### src/rtl/tile_fill_dma.sv
// Tile-map fill DMA: the CPU programs a rectangle and a tile index, and the block
// issues one word write per tile into the tile memory window, optionally only during vblank.
module tile_fill_dma #(
  parameter logic [31:0] BASE_ADDR = 32'h0520_0000
) (
  input  logic        clk,
  input  logic        resetn,
  input  logic        cfg_valid,
  output logic        cfg_ready,
  input  logic [31:0] cfg_addr,
  input  logic [31:0] cfg_wdata,
  input  logic [3:0]  cfg_wstrb,
  output logic [31:0] cfg_rdata,
  input  logic        vblank,
  output logic        m_valid,
  input  logic        m_ready,
  output logic [31:0] m_addr,
  output logic [31:0] m_wdata,
  output logic [3:0]  m_wstrb
);

  typedef enum logic [1:0] {IDLE, RUN, DRAIN} state_t;

  state_t     state;
  logic [5:0] x0, y0, wm1, hm1, tile;
  logic       vbl_only, inc_mode, done, aborted;
  logic [5:0] dx, dy, n;

  logic       cfg_acc, cfg_wr, busy, start_req, abort_req, gate_open, last, row_end;
  logic [1:0] reg_sel;
  logic [5:0] nxt_dx, nxt_dy, nxt_n, nxt_x, nxt_y, nxt_tile;

  // Accepting only when cfg_ready is low guarantees single-cycle acknowledge pulses.
  assign cfg_acc   = cfg_valid && !cfg_ready;
  assign cfg_wr    = cfg_acc && (cfg_wstrb != 4'b0000);
  assign reg_sel   = cfg_addr[3:2];
  assign busy      = (state != IDLE);
  assign start_req = cfg_wr && (reg_sel == 2'd0) && cfg_wstrb[0] && cfg_wdata[0];
  assign abort_req = cfg_wr && (reg_sel == 2'd0) && cfg_wstrb[0] && cfg_wdata[3];
  assign gate_open = !vbl_only || vblank;

  assign row_end   = (dx == wm1);
  assign last      = row_end && (dy == hm1);
  assign nxt_dx    = row_end ? 6'd0 : dx + 6'd1;
  assign nxt_dy    = row_end ? dy + 6'd1 : dy;
  assign nxt_n     = n + 6'd1;
  assign nxt_x     = x0 + nxt_dx;
  assign nxt_y     = y0 + nxt_dy;
  assign nxt_tile  = inc_mode ? tile + nxt_n : tile;

  assign m_wstrb   = {4{m_valid}};

  function automatic logic [31:0] addr_of(input logic [5:0] x, input logic [5:0] y);
    return BASE_ADDR + {18'b0, y, x, 2'b00};
  endfunction

  always_ff @(posedge clk) begin
    if (!resetn) begin
      state     <= IDLE;
      cfg_ready <= 1'b0;
      cfg_rdata <= '0;
      x0        <= '0;
      y0        <= '0;
      wm1       <= '0;
      hm1       <= '0;
      tile      <= '0;
      vbl_only  <= 1'b0;
      inc_mode  <= 1'b0;
      done      <= 1'b0;
      aborted   <= 1'b0;
      dx        <= '0;
      dy        <= '0;
      n         <= '0;
      m_valid   <= 1'b0;
      m_addr    <= '0;
      m_wdata   <= '0;
    end else begin
      cfg_ready <= cfg_acc;
      cfg_rdata <= '0;
      if (cfg_acc && !cfg_wr) begin
        case (reg_sel)
          2'd1:    cfg_rdata <= {2'b0, hm1, 2'b0, wm1, 2'b0, y0, 2'b0, x0};
          2'd2:    cfg_rdata <= {26'b0, tile};
          2'd3:    cfg_rdata <= {29'b0, aborted, done, busy};
          default: cfg_rdata <= '0;
        endcase
      end

      // Geometry is frozen while a fill is in flight.
      if (cfg_wr && !busy) begin
        if (reg_sel == 2'd1) begin
          if (cfg_wstrb[0]) x0  <= cfg_wdata[5:0];
          if (cfg_wstrb[1]) y0  <= cfg_wdata[13:8];
          if (cfg_wstrb[2]) wm1 <= cfg_wdata[21:16];
          if (cfg_wstrb[3]) hm1 <= cfg_wdata[29:24];
        end
        if (reg_sel == 2'd2 && cfg_wstrb[0]) tile <= cfg_wdata[5:0];
      end

      case (state)
        IDLE: begin
          m_valid <= 1'b0;
          if (start_req) begin
            state    <= RUN;
            vbl_only <= cfg_wdata[1];
            inc_mode <= cfg_wdata[2];
            done     <= 1'b0;
            aborted  <= 1'b0;
            dx       <= '0;
            dy       <= '0;
            n        <= '0;
            m_addr   <= addr_of(x0, y0);
            m_wdata  <= {26'b0, tile};
          end
        end
        RUN: begin
          if (m_valid) begin
            if (m_ready) begin
              if (last) begin
                m_valid <= 1'b0;
                state   <= IDLE;
                done    <= 1'b1;
              end else if (abort_req) begin
                m_valid <= 1'b0;
                state   <= IDLE;
                aborted <= 1'b1;
              end else begin
                dx      <= nxt_dx;
                dy      <= nxt_dy;
                n       <= nxt_n;
                m_addr  <= addr_of(nxt_x, nxt_y);
                m_wdata <= {26'b0, nxt_tile};
                m_valid <= gate_open;
              end
            end else if (abort_req) begin
              state <= DRAIN;
            end
          end else if (abort_req) begin
            state   <= IDLE;
            aborted <= 1'b1;
          end else if (gate_open) begin
            m_valid <= 1'b1;
          end
        end
        DRAIN: begin
          if (m_ready) begin
            m_valid <= 1'b0;
            state   <= IDLE;
            aborted <= 1'b1;
          end
        end
        default: begin
          m_valid <= 1'b0;
          state   <= IDLE;
        end
      endcase
    end
  end

endmodule

### config.mk
export PLATFORM = sky130hd
export DESIGN_NAME = tile_fill_dma
export DESIGN_NICKNAME = d
export VERILOG_FILES = /design/src/rtl/tile_fill_dma.sv
export SDC_FILE = /design/constraint.sdc
export NUM_CORES = 1
export LEC_CHECK = 0
export BUFFER_PORTS_ARGS = -buffer_cell sky130_fd_sc_hd__buf_2
export CAP_MARGIN = 20
export CORE_ASPECT_RATIO = 0.6
export CORE_MARGIN = 8
export CORE_UTILIZATION = 55
export DETAILED_ROUTE_END_ITERATION = 10
export GPL_ROUTABILITY_DRIVEN = 0
export HOLD_SLACK_MARGIN = 0.15
export PLACE_DENSITY_LB_ADDON = 0.25
export SETUP_SLACK_MARGIN = 0.05
export SLEW_MARGIN = 0
export SYNTH_ARGS = -nofsm -noshare
export SYNTH_HDL_FRONTEND = slang
export SYNTH_SLANG_ARGS = --single-unit
### constraint.sdc
create_clock -name clk -period 5.52 [get_ports clk]
set_input_delay 0.276 -clock clk [delete_from_list [all_inputs] [get_ports clk]]
set_output_delay 0.276 -clock clk [all_outputs]
set_load 0.1 [all_outputs]
# --- Word-level counts from Yosys, hierarchy flattened ---
# Index checks and enable logic that the tools add are counted.
totals:
  romBits: 0
  output_inout_bits: 102
  mem_bits_rw: 0
  inputBits: 73
  memories: 0
  latch_bits: 0
  reg_bits: 152
classes:
  add_sub_neg: 8
  n_reduce_logical: 32
  bitwise: 0
  muxes: 59
  shifts: 0
  mul: 0
  order_cmp: 0
  eq_ne: 17
  n_div: 0
ops:
  columns: ["cell", "n"]
  rows:
  - ["32-bit two-way mux", 10]
  - ["32-bit one-hot mux with 2 select lines", 2]
  - ["6-bit two-way mux", 16]
  - ["30-bit one-hot mux with 3 select lines", 1]
  - ["27-bit by 14-bit adder with 28-bit output, first input constant", 2]
  - ["6-bit one-hot mux with 2 select lines", 3]
  - ["6-bit by 1-bit adder with 6-bit output, second input constant", 3]
  - ["6-bit adder", 3]
  - ["1-bit two-way mux", 16]
  - ["3-bit AND reduction", 5]
  - ["2-bit two-way mux", 7]
  - ["2-bit != test, second input constant", 7]
  - ["6-bit equality test", 2]
  - ["1-bit logical AND", 10]
  - ["5-bit AND reduction", 2]
  - ["2-bit equality test, second input constant", 3]
  - ["3-bit != test, second input constant", 2]
  - ["2-bit one-hot mux with 3 select lines", 1]
  - ["2-bit AND reduction", 3]
  - ["6-bit AND reduction", 1]
  - ["2-bit by 1-bit equality test with 1-bit output, second input constant", 2]
  - ["1-bit zero test", 4]
  - ["2-bit zero test", 2]
  - ["4-bit != test, second input constant", 1]
  - ["other kinds (6)", 8]

# --- Longest topological paths before layout ---
# Gate-level depths: netlist of the first run.
logic_depth:
  ltp_word: 11
  depth_mapped: 15
  depth_no_buf: 13

# --- Least setup slack after synthesis of the first run ---
# Ideal clock, no wire load.
synth_path:
  path_type: "reg2reg"
  startpoint: "register dx[2]"
  endpoint: "register m_addr[7]"
  required_time_ns: 5.425
  path_stages_with_launch: 14
  period_less_slack_ns: 2.724
  t_arrival_ns: 2.628
  setup_time_ns: 0.095
  slack_ns: 2.796
  n_path_buf: 1
  cell_sequence: "dfxtp_1 -> buf_6 -> xnor2_2 -> nand4_1 -> nor2_1 -> nor2_1 -> ha_1 -> and2_1 -> o21ai_0 -> a32oi_2 -> o21ai_0 -> o211ai_1 -> a2111o_1 -> o311ai_1"
synth_between:
  elab_chain_len: 9
synth_lines:
  columns: ["item", "line_no", "text"]
  rows:
  - ["from (decl)", "27", "logic [5:0] dx, dy, n;"]
  - ["from (signal assigned)", "128", "dx <= nxt_dx;"]
  - ["6-bit by 1-bit adder with 6-bit output / 6-bit equality test (equally long branches)", "44, 42", null]
  - ["6-bit two-way mux", "44", "assign nxt_dx = row_end ? 6'd0 : dx + 6'd1;"]
  - ["6-bit adder", "47", "assign nxt_x = x0 + nxt_dx;"]
  - ["27-bit by 14-bit adder with 28-bit output", "54", "return BASE_ADDR + {18'b0, y, x, 2'b00};"]
  - ["32-bit two-way mux", "123", "end else if (abort_req) begin"]
  - ["32-bit two-way mux", "119", "if (last) begin"]
  - ["32-bit two-way mux", "118", "if (m_ready) begin"]
  - ["32-bit two-way mux", "117", "if (m_valid) begin"]
  - ["32-bit one-hot mux with 2 select lines", "100", "case (state)"]
  - ["to (signal assigned)", "112", "m_addr <= addr_of(x0, y0);"]
  - ["to (signal assigned)", "131", "m_addr <= addr_of(nxt_x, nxt_y);"]
  - ["to (decl)", "17", "output logic [31:0] m_addr,"]
# Several ways; a longest one is shown, not always the timed one. The select of a mux whose other input is x is not followed.
# A chain may end at the register's enable or synchronous reset.

# --- Final worst setup path of the first run ---
# Ends and elaborated chain as after synthesis.

==> results of run 1 <==
==> state kept, by name (all words and copies together) (netlist names), 6 cells and up <==
name       count
y0             6
dx             6
wm1            6
tile           6
x0             6
dy             6
m_addr        13
n              6
hm1            6
m_wdata        6
cfg_rdata     24
==> worst max-delay path: cells and delay by family (launching register included) <==
family                     cells  cell delay [ns]
and+or+nand+nor                4             1.07
xor gates and xnor gates       1             0.17
DFF                            1             0.54
AOI/OAI and AO/OA              6             1.32
adders and majority gates      1             0.28
==> per-stage QoR <==
stage	util	power [uW]
2_1_floorplan	-	1238
3_3_place_gp	0.5771	1258
3_5_place_dp	0.5771	1263
4_1_cts	0.6084	1895
5_1_grt	0.6084	1958
6_report	0.6084	1887
==> power by group through the flow <==
stage | registers [uW] | clock network [uW] | logic, uW
6_report | 756 | 636 | 495
3_5_place_dp | 772 | 0 | 491
5_1_grt | 759 | 684 | 516
4_1_cts | 756 | 647 | 492
2_1_floorplan | 890 | 0 | 348
3_3_place_gp | 771 | 0 | 488
==> layer usage <==
metal / share of wire / track usage / vias up
li1: - / - / 2205
met1: 0.45 / 0.2698 / 2148
met2: 0.45 / 0.3137 / 192
met3: 0.090 / 0.05033 / 21
met5: 0.00074 / 0 / -
met4: 0.015 / 0.05340 / 2
==> layout by cell type, fill, tap and decap left out, types with 5 or more instances in the layout <==
master | synthesis | routed
xor2_1 | 14 | 14
clkbuf_16 | 0 | 9
mux2i_1 | 14 | 14
dfxtp_1 | 99 | 99
buf_2 | 6 | 85
nor2_1 | 68 | 68
a22oi_1 | 17 | 17
o21ai_0 | 17 | 17
ha_1 | 20 | 20
and2_1 | 27 | 27
a21oi_1 | 48 | 48
a211oi_1 | 12 | 12
nor2b_1 | 5 | 5
and3_1 | 5 | 5
conb_1 | 1 | 51
nand3_1 | 36 | 36
nand2_1 | 65 | 65
inv_1 | 13 | 13
xnor2_1 | 20 | 20
==> Yosys cell counts, types with 6 or more instances <==
cell type	instances	area share
xor2_1	14	0.023
nor2_1	68	0.047
and2_1	27	0.031
ha_1	20	0.046
nand2_1	65	0.045
nand3_1	36	0.033
mux2i_1	14	0.026
buf_4	58	0.080
buf_6	6	0.012
o21ai_0	17	0.016
a211oi_1	12	0.017
a21oi_1	48	0.044
xnor2_1	20	0.032
a22oi_1	17	0.024
buf_2	6	0.0055
dfxtp_1	99	0.37
inv_1	13	0.0090
clkbuf_1	13	0.0090
==> final timing paths <==
check               end  slack [ns]
max reg2reg   m_addr[7]        2.03
min reg2reg  m_wdata[2]        0.45
max           m_addr[7]        2.03
min              hm1[5]        0.18
==> layout make-up <==
class,count,area share
Multi-Input combinational cell,484,0.5011
Sequential cell,99,0.3345
Timing Repair Buffer,88,0.07559
Clock buffer,11,0.04096
Tap cell,135,0.02851
Clock inverter,5,0.01056
Inverter,14,0.008868
==> cell families after synthesis <==
| group | after synthesis | synth area share |
|---|---|---|
| buffers and inverters | 103 | 0.1218 |
| AO/OA/AOI/OAI | 129 | 0.1606 |
| multiplexers | 17 | 0.03206 |
| other | 1 | 0.0006914 |
| adder cells (fa/ha/maj) | 22 | 0.05352 |
| flip-flops | 99 | 0.3654 |
| XOR/XNOR | 36 | 0.06090 |
| AND/OR/NAND/NOR | 229 | 0.2051 |
==> qor.txt, run 1 <==
status: complete, no violations
Placed Instances: 820
Synth Instances: 636
fin nets: 791
I/O Pins: 175
Wirelength per Cell: 16.23 um
Antenna Cells: 0
async set-reset flop share out of synthesis: 0
synth warn: 0
Worst setup startpoint: dx[2]
P per Cell Area: 318.4 nW/um^2
initial drt markers: 279
min-delay src: cfg_wdata[29]
DIE WIDTH: 144.2 um
Register-to-Register Path Depth: 12
Psw: 713.3 uW
final setup fails: 0
first-pass GRT wire length: 21420 um
EDFF count, synth: 0
via count: 4568
Leakage Power: 0.002494 uW
standard-cell rows: 28
Int Power: 1174 uW
Core ar.: 9739 um^2
die area: 13400 um^2
antenna violations before repair: 1
fraction of the yosys area taken by sequential cells: 0.3654
final antenna-violating net count: 0
largest fanout on the critical path: 8
CP max-delay cell: dfxtp_1
worst-skew pair later-pin latency: 0.34 ns
critical path cell sequence: xnor2_2 > nand4_1 > nor2_1 > nor2_1 > ha_1 > and2_1 > o21ai_0 > a32oi_2 > o21ai_0 > o211ai_1 > a2111o_1 > o311ai_1
post-cts gate resize count: 0
Clk network pwr share: 0.337
fin crit share: 0.6318
final cell count without fillers: 836
clock root cell: clkbuf_16
IO Port Bufs: 85
clk_skew: 0.004440 ns
H-tree Lvls: 3
Post-DP Area: 5620 um^2
postcts setup bufs: 0
# clock sinks: 99
Least-Margin Pin Slew: 0.7862 ns
CP peak stage delay: 0.54 ns
fin area: 5926 um^2
die height: 92.92 um
sequential share of power: 0.400
top_reg_cell synth: dfxtp_1
Crit path arrival time: 3.74 ns
post-place setup slack: 2.121 ns
HP Class: primary input to flop
setup tns final: 0 ns
post-DP HPWL: 10300 um
Peak VDD IR: 219.7 uV
Fill cells: 891
Cell Area, Synth: 5424 um^2
Req. time, crit path: 5.77 ns
clock buffer depth: 2
synthesized flop and latch total: 99
overall routing resource usage: 0.2005
TritonRoute pass-1 iters: 5
Max Cap Viol: 0
r2r startpoint: dx[2]
Net Sw Frac: 0.3780
share of cells above drive strength 1: 0.1726
Crit Path Category: flop to flop
total grt overflow: 0
via/cell ratio: 5.464
area of the multi-input gates: 2969 um^2
CTS tree: built
# hold bufs at CTS: 0
total wire length: 13570 um
Slew Limit Fails: 0
Initial Util: 0.5569
Post-Syn Area per Cell: 8.528 um^2
Hold Crit Depth: 3
Logic pwr share: 0.263
Setup WS post-layout: 2.033 ns
largest net degree at the start of global routing: 41
CP endpoint kind: flop
Fin. Hold Viols: 0
CTS clk-pin slew, worst paths: 0.07 ns
Reg area: 1982 um^2
total CTS buffers: 9
Hold Slack: 0.1754 ns
DRC Markers: 0
unrepaired setup endpoints after global routing: false
vias in the first global route: 4262
Yosys cell types: 61
FMAX: 286.7 MHz
Slew HR: 0.4759
synthesis-to-layout area growth: 9.250%
post-route minimum period: 3.487 ns
startpoint types: flop
Power figures use the tool's default switching activity.
==> run 2, diff against run 1 <==
Settings changed: CORE_UTILIZATION 55 to 51.
Clock period 5.52 ns to 3.6 ns, I/O delays scaled along.
==> run 2 against run 1 <==
Effect of this change: design area grew 4.4%; setup slack lost 1.5 ns; flip-flop and latch count is the same; hold slack lost 0.0093 ns; first-iteration DRC count grew 38%; clock skew grew 0.0063 ns; critical endpoint unchanged; non-clock buffer count grew 30; largest cell class unchanged; count of clock-buffer cells in the layout is the same; via count grew 1.4%; clock power grew 41%; core utilization shrank 1.6 points.
==> qor.txt, run 2 (synthesis results as in run 1) <==
post-DP HPWL: 10590 um (+2.8%)
Crit path arrival time: 3.31 ns (-0.43 ns)
CP max-delay cell: dfxtp_1
worst-skew pair later-pin latency: 0.35 ns (about the same)
startpoint types: flop
Setup crit end: m_addr[7]
die height: 95.88 um (+3.2%)
CTS tree: built
Antenna Cells: 0 (unchanged)
FMAX: 327.2 MHz (+14%)
Slew HR: 0.4686 (-0.007291)
clock root cell: clkbuf_16
postcts setup bufs: 0 (unchanged)
Peak VDD IR: 357.6 uV (+63%)
via count: 4630 (+1.4%)
Req. time, crit path: 3.85 ns (-1.92 ns)
clk_skew: 0.01076 ns (+0.006324 ns)
setup tns final: 0 ns (unchanged)
Post-DP Area: 5663 um^2 (+0.76%)
largest fanout on the critical path: 7 (-1)
largest net degree at the start of global routing: 44 (+7.3%)
max FFs per register: 24 (unchanged)
final setup fails: 0 (unchanged)
HP Class: primary input to flop
status: complete, no violations
CP peak stage delay: 0.54 ns (about the same)
Crit Path Category: flop to flop
total wire length: 13880 um (+2.3%)
total grt overflow: 0 (unchanged)
Least-Margin Pin Slew: 0.7960 ns (+0.009776 ns)
# clock sinks: 99 (unchanged)
fin crit share: 0.8489 (+0.2172)
H-tree Lvls: 3 (unchanged)
Largest Register: cfg_rdata
Top Registers: cfg_rdata: 24 flops, m_addr: 13 flops
CP endpoint kind: flop
critical path cell sequence: xnor2_2 > nand4_1 > nor2_1 > nor2_1 > ha_1 > and2_1 > o21ai_0 > a32oi_2 > o21ai_0 > o211ai_1 > a2111o_1 > o311ai_1
post-route minimum period: 3.056 ns (-0.4312 ns)
R2R Setup Slk: 0.54 ns (-1.49 ns)
final antenna-violating net count: 0 (unchanged)
most frequent cells in the layout: 99 x dfxtp_1, 85 x buf_2, 68 x nor2_1
total CTS buffers: 9 (unchanged)
fin area: 6186 um^2 (+4.4%)
Worst setup startpoint: dx[2]
via/cell ratio: 5.322 (-2.6%)
P per Cell Area: 458.9 nW/um^2 (+44%)
Slew Limit Fails: 0 (unchanged)
initial drt markers: 386 (+38%)
commonest non-fill, non-tap cell in the layout: dfxtp_1
Wirelength per Cell: 15.95 um (-1.7%)
post-cts gate resize count: 0 (unchanged)
final cell count without fillers: 870 (+4.1%)
Initial Util: 0.5190 (-0.03787)
Leakage Power: 0.002603 uW (+4.4%)
DRC Markers: 0 (unchanged)
share of cells above drive strength 1: 0.1710 (-0.001612)
CTS clk-pin slew, worst paths: 0.07 ns (about the same)
first-pass GRT wire length: 22300 um (+4.1%)
Fin. Hold Viols: 0 (unchanged)
antenna violations before repair: 1 (unchanged)
Register-to-Register Path Depth: 12 (unchanged)
Max Cap Viol: 0 (unchanged)
I/O Pins: 175 (unchanged)
fin nets: 821 (+3.8%)
IO Port Bufs: 85 (unchanged)
Placed Instances: 829 (+1.1%)
die area: 14300 um^2 (+6.7%)
DIE WIDTH: 149.1 um (+3.4%)
clock buffer depth: 2 (unchanged)
r2r startpoint: dx[2]
standard-cell rows: 29 (+3.6%)
# hold bufs at CTS: 25 (+25)
TritonRoute pass-1 iters: 5 (unchanged)
overall routing resource usage: 0.1954 (-0.005082)
Core ar.: 10450 um^2 (+7.3%)
RR Endpoint: m_addr[7]
synthesis-to-layout area growth: 14.05%
unrepaired setup endpoints after global routing: false
vias in the first global route: 4417 (+3.6%)
==> run 2: area by class of cell <==
class	count	area [um^2]
Clock buffer	11	232.7
Clock inverter	5	40.04
Fill cell	971	4264
Inverter	14	52.55
Multi-Input combinational cell	484	2969
Sequential cell	99	1982
Tap cell	139	173.9
Timing Repair Buffer	118	735.7
==> run 2: power breakdown <==
| group | internal (uW) | switching, uW |
|---|---|---|
| registers | 1130 | 27.7 |
| logic | 131 | 652 |
| clock network | 472 | 425 |
==> run 2: per-layer routing <==
metal	track usage	part of all wire	vias up	wire length [um]
met5	0	0.00072	-	10
met4	0.06015	0.017	2	239
met3	0.06197	0.093	25	1288
met2	0.2965	0.43	179	5973
met1	0.2613	0.46	2153	6368
li1	-	-	2271	-
==> run 2: worst min-delay path by stage <==
stage	startpoint	end	slack [ns]	cells after the start
CTS	cfg_wstrb[3]	hm1[3]	0.15	3
finish	cfg_wstrb[3]	hm1[3]	0.17	3
global placement	cfg_wdata[10]	y0[2]	0.44	3
detailed placement	cfg_wdata[27]	hm1[3]	0.44	3
global route	resetn	dx[2]	0.18	2
floorplan	resetn	dx[2]	0.30	1
==> run 2: critical path: cells and delay by family (launching register included) <==
family / cells / cell delay (ns)
xor gates and xnor gates: 1 / 0.17
DFF: 1 / 0.54
and+or+nand+nor: 4 / 0.66
AOI/OAI and AO/OA: 6 / 1.34
adders and majority gates: 1 / 0.25
==> run 2: metrics by stage <==
step,hold WS [ns],setup WS [ns],total power [uW],utilization
6_report,0.1661,0.5438,2839,0.5920
5_1_grt,0.1821,0.2955,2940,0.5920
3_3_place_gp,0.4369,0.6782,1936,0.5419
2_1_floorplan,0.2977,0.8762,1898,-
3_5_place_dp,0.4421,0.5951,1942,0.5419
4_1_cts,0.1540,0.5781,2853,0.5920
==> run 3, diff against run 2 <==
Clock period 3.6 ns to 3 ns, I/O delays scaled along.
==> run 3 against run 2 <==
Effect of this change: hold slack worse by 0.013 ns; maximum frequency is 10% higher; routed wire length is 1.5% higher; count of clock-buffer cells in the layout rose by 1; global-route usage decreased by 0.097 points; largest power group unchanged; register-to-register slack got worse by 0.32 ns; setup slack lost 0.32 ns; critical endpoint is now m_addr[13]; die area unchanged; non-clock buffer count up 13.
==> qor.txt, run 3 (synthesis results as in run 1) <==
worst-skew pair later-pin latency: 0.35 ns (about the same)
synthesis-to-layout area growth: 18.29%
HP Class: primary input to flop
final setup fails: 0 (unchanged)
startpoint types: flop
fin nets: 834 (+1.6%)
Peak VDD IR: 463.4 uV (+30%)
layer with the highest usage: met2
GR Layer Usage met3: 0.07465 (+0.01268)
clock root cell: clkbuf_16
Wirelength per Cell: 15.96 um (about the same)
standard-cell rows: 29 (unchanged)
first-pass GRT wire length: 22440 um (+0.62%)
share of cells above drive strength 1: 0.1841 (+0.01314)
Slew HR: 0.4779 (+0.009338)
Req. time, crit path: 3.23 ns (-0.62 ns)
unrepaired setup endpoints after global routing: false
postcts setup bufs: 0 (unchanged)
largest net degree at the start of global routing: 40 (-9.1%)
final antenna-violating net count: 0 (unchanged)
Leakage Power: 0.002715 uW (+4.3%)
largest fanout on the critical path: 5 (-2)
die height: 95.88 um (unchanged)
die area: 14300 um^2 (unchanged)
IO Port Bufs: 85 (unchanged)
vias in the first global route: 4605 (+4.3%)
Largest Register: cfg_rdata
H-tree Lvls: 3 (unchanged)
via count: 4763 (+2.9%)
Reg area: 1983 um^2 (about the same)
clk_skew: 0.009205 ns (-0.001559 ns)
status: complete, no violations
TritonRoute pass-1 iters: 7 (+2)
fin area: 6416 um^2 (+3.7%)
clock buffer depth: 2 (unchanged)
Crit Path Category: flop to flop
overall routing resource usage: 0.1944 (-0.0009721)
Antenna Cells: 0 (unchanged)
DRC Markers: 0 (unchanged)
via/cell ratio: 5.394 (+1.4%)
total CTS buffers: 9 (unchanged)
max FFs per register: 24 (unchanged)
grt met1 use: 0.2445 (-0.01676)
Fill cells: 914 (-5.9%)
post-DP HPWL: 10660 um (+0.69%)
I/O Pins: 175 (unchanged)
setup tns final: 0 ns (unchanged)
commonest non-fill, non-tap cell in the layout: dfxtp_1
GRT met2 Usage: 0.3073 (+0.01087)
total wire length: 14090 um (+1.5%)
post-route minimum period: 2.777 ns (-0.2796 ns)
Crit path arrival time: 3.01 ns (-0.30 ns)
Least-Margin Pin Slew: 0.7812 ns (-0.01474 ns)
initial drt markers: 386 (unchanged)
most frequent cells in the layout: 98 x dfxtp_1, 85 x buf_2, 68 x nor2_1
area of the multi-input gates: 2999 um^2 (+1.0%)
total grt overflow: 0 (unchanged)
Fin. Hold Viols: 0 (unchanged)
antenna violations before repair: 2 (+1)
Slew Limit Fails: 0 (unchanged)
Setup WS post-layout: 0.2235 ns (-0.3204 ns)
DIE WIDTH: 149.1 um (unchanged)
# clock sinks: 99 (unchanged)
CP endpoint kind: flop
R2R Setup Slk: 0.22 ns (-0.32 ns)
Top Registers: cfg_rdata: 24 flops, m_addr: 13 flops
Initial Util: 0.5190 (unchanged)
P per Cell Area: 572.9 nW/um^2 (+25%)
CTS clk-pin slew, worst paths: 0.07 ns (about the same)
Post-DP Area: 5720 um^2 (+1.0%)
Total Power: 3676 uW (+29%)
Max Cap Viol: 0 (unchanged)
post-place setup slack: 0.1552 ns (-0.4399 ns)
Hold Slack: 0.1528 ns (-0.01330 ns)
FMAX: 360.2 MHz (+10%)
fin crit share: 0.9255 (+0.07658)
CTS tree: built
Core ar.: 10450 um^2 (unchanged)
run 3: cell types whose count changed in the layout (fill, tap and decap cells not counted), sizes merged:
cell | before | now
dlygate4sd3 | 25 | 32
buf | 93 | 99
bufinv | 0 | 3
clkinv | 2 | 0
clkinvlp | 3 | 1
clkbuf | 11 | 12
run 3: layout make-up:
| cell class | instances | area share |
|---|---|---|
| clock buffers | 12 | 0.03842 |
| well taps | 139 | 0.02711 |
| repair buffers | 131 | 0.1346 |
| flip-flops and latches | 99 | 0.3091 |
| multi-input cells | 484 | 0.4674 |
| clock inverters | 4 | 0.01521 |
| inverters | 14 | 0.008190 |
run 3: what timing repair did:
action | 4_1_cts | 5_1_grt
hold endpoints to repair | 36 | 0
endpoints found under the setup margin | 0 | 2
gates resized for setup | 0 | 7
hold buffers | 32 | 0
run 3: path summary, 6_finish.rpt:
path / from / to / cells after the start
worst max-delay path: dx[3] / m_addr[13] / 12
worst min-delay path: cfg_wstrb[3] / hm1[5] / 3
worst max register to register: dx[3] / m_addr[13] / 12
worst min register to register: m_wdata[2] / m_wdata[2] / 2
run 3: report_power, final:
group | switching [uW] | leakage [uW] | total [uW] | internal [uW]
clock | 487 | 0.000163 | 1330 | 839
sequential | 36.1 | 0.000800 | 1390 | 1360
combinational | 791 | 0.00175 | 956 | 165
run 3: per-layer routing:
layer / vias to the layer above / share of wire
met4: 4 / 0.016
met3: 26 / 0.10
met2: 222 / 0.43
met5: - / 0.0016
met1: 2229 / 0.45
li1: 2282 / -
run 3: stage by stage:
| stage | util | std cells |
|---|---|---|
| global route | 0.6140 | 883 |
| global placement | 0.5474 | 835 |
| CTS | 0.6110 | 883 |
| finish | 0.6140 | 883 |
| detailed placement | 0.5474 | 835 |
| floorplan | - | 686 |
run 3: worst max-delay path: stages, from the launching register on:
cell and delay, ns:
dfxtp_2 0.35, xnor2_1 0.20, nand4_1 0.17, buf_4 0.18, or3_1 0.41, xnor2_2 0.17, ha_1 0.32, inv_1 0.07
o21bai_1 0.18, a21oi_2 0.09, xnor2_1 0.23, a211oi_1 0.10, nand3b_1 0.19
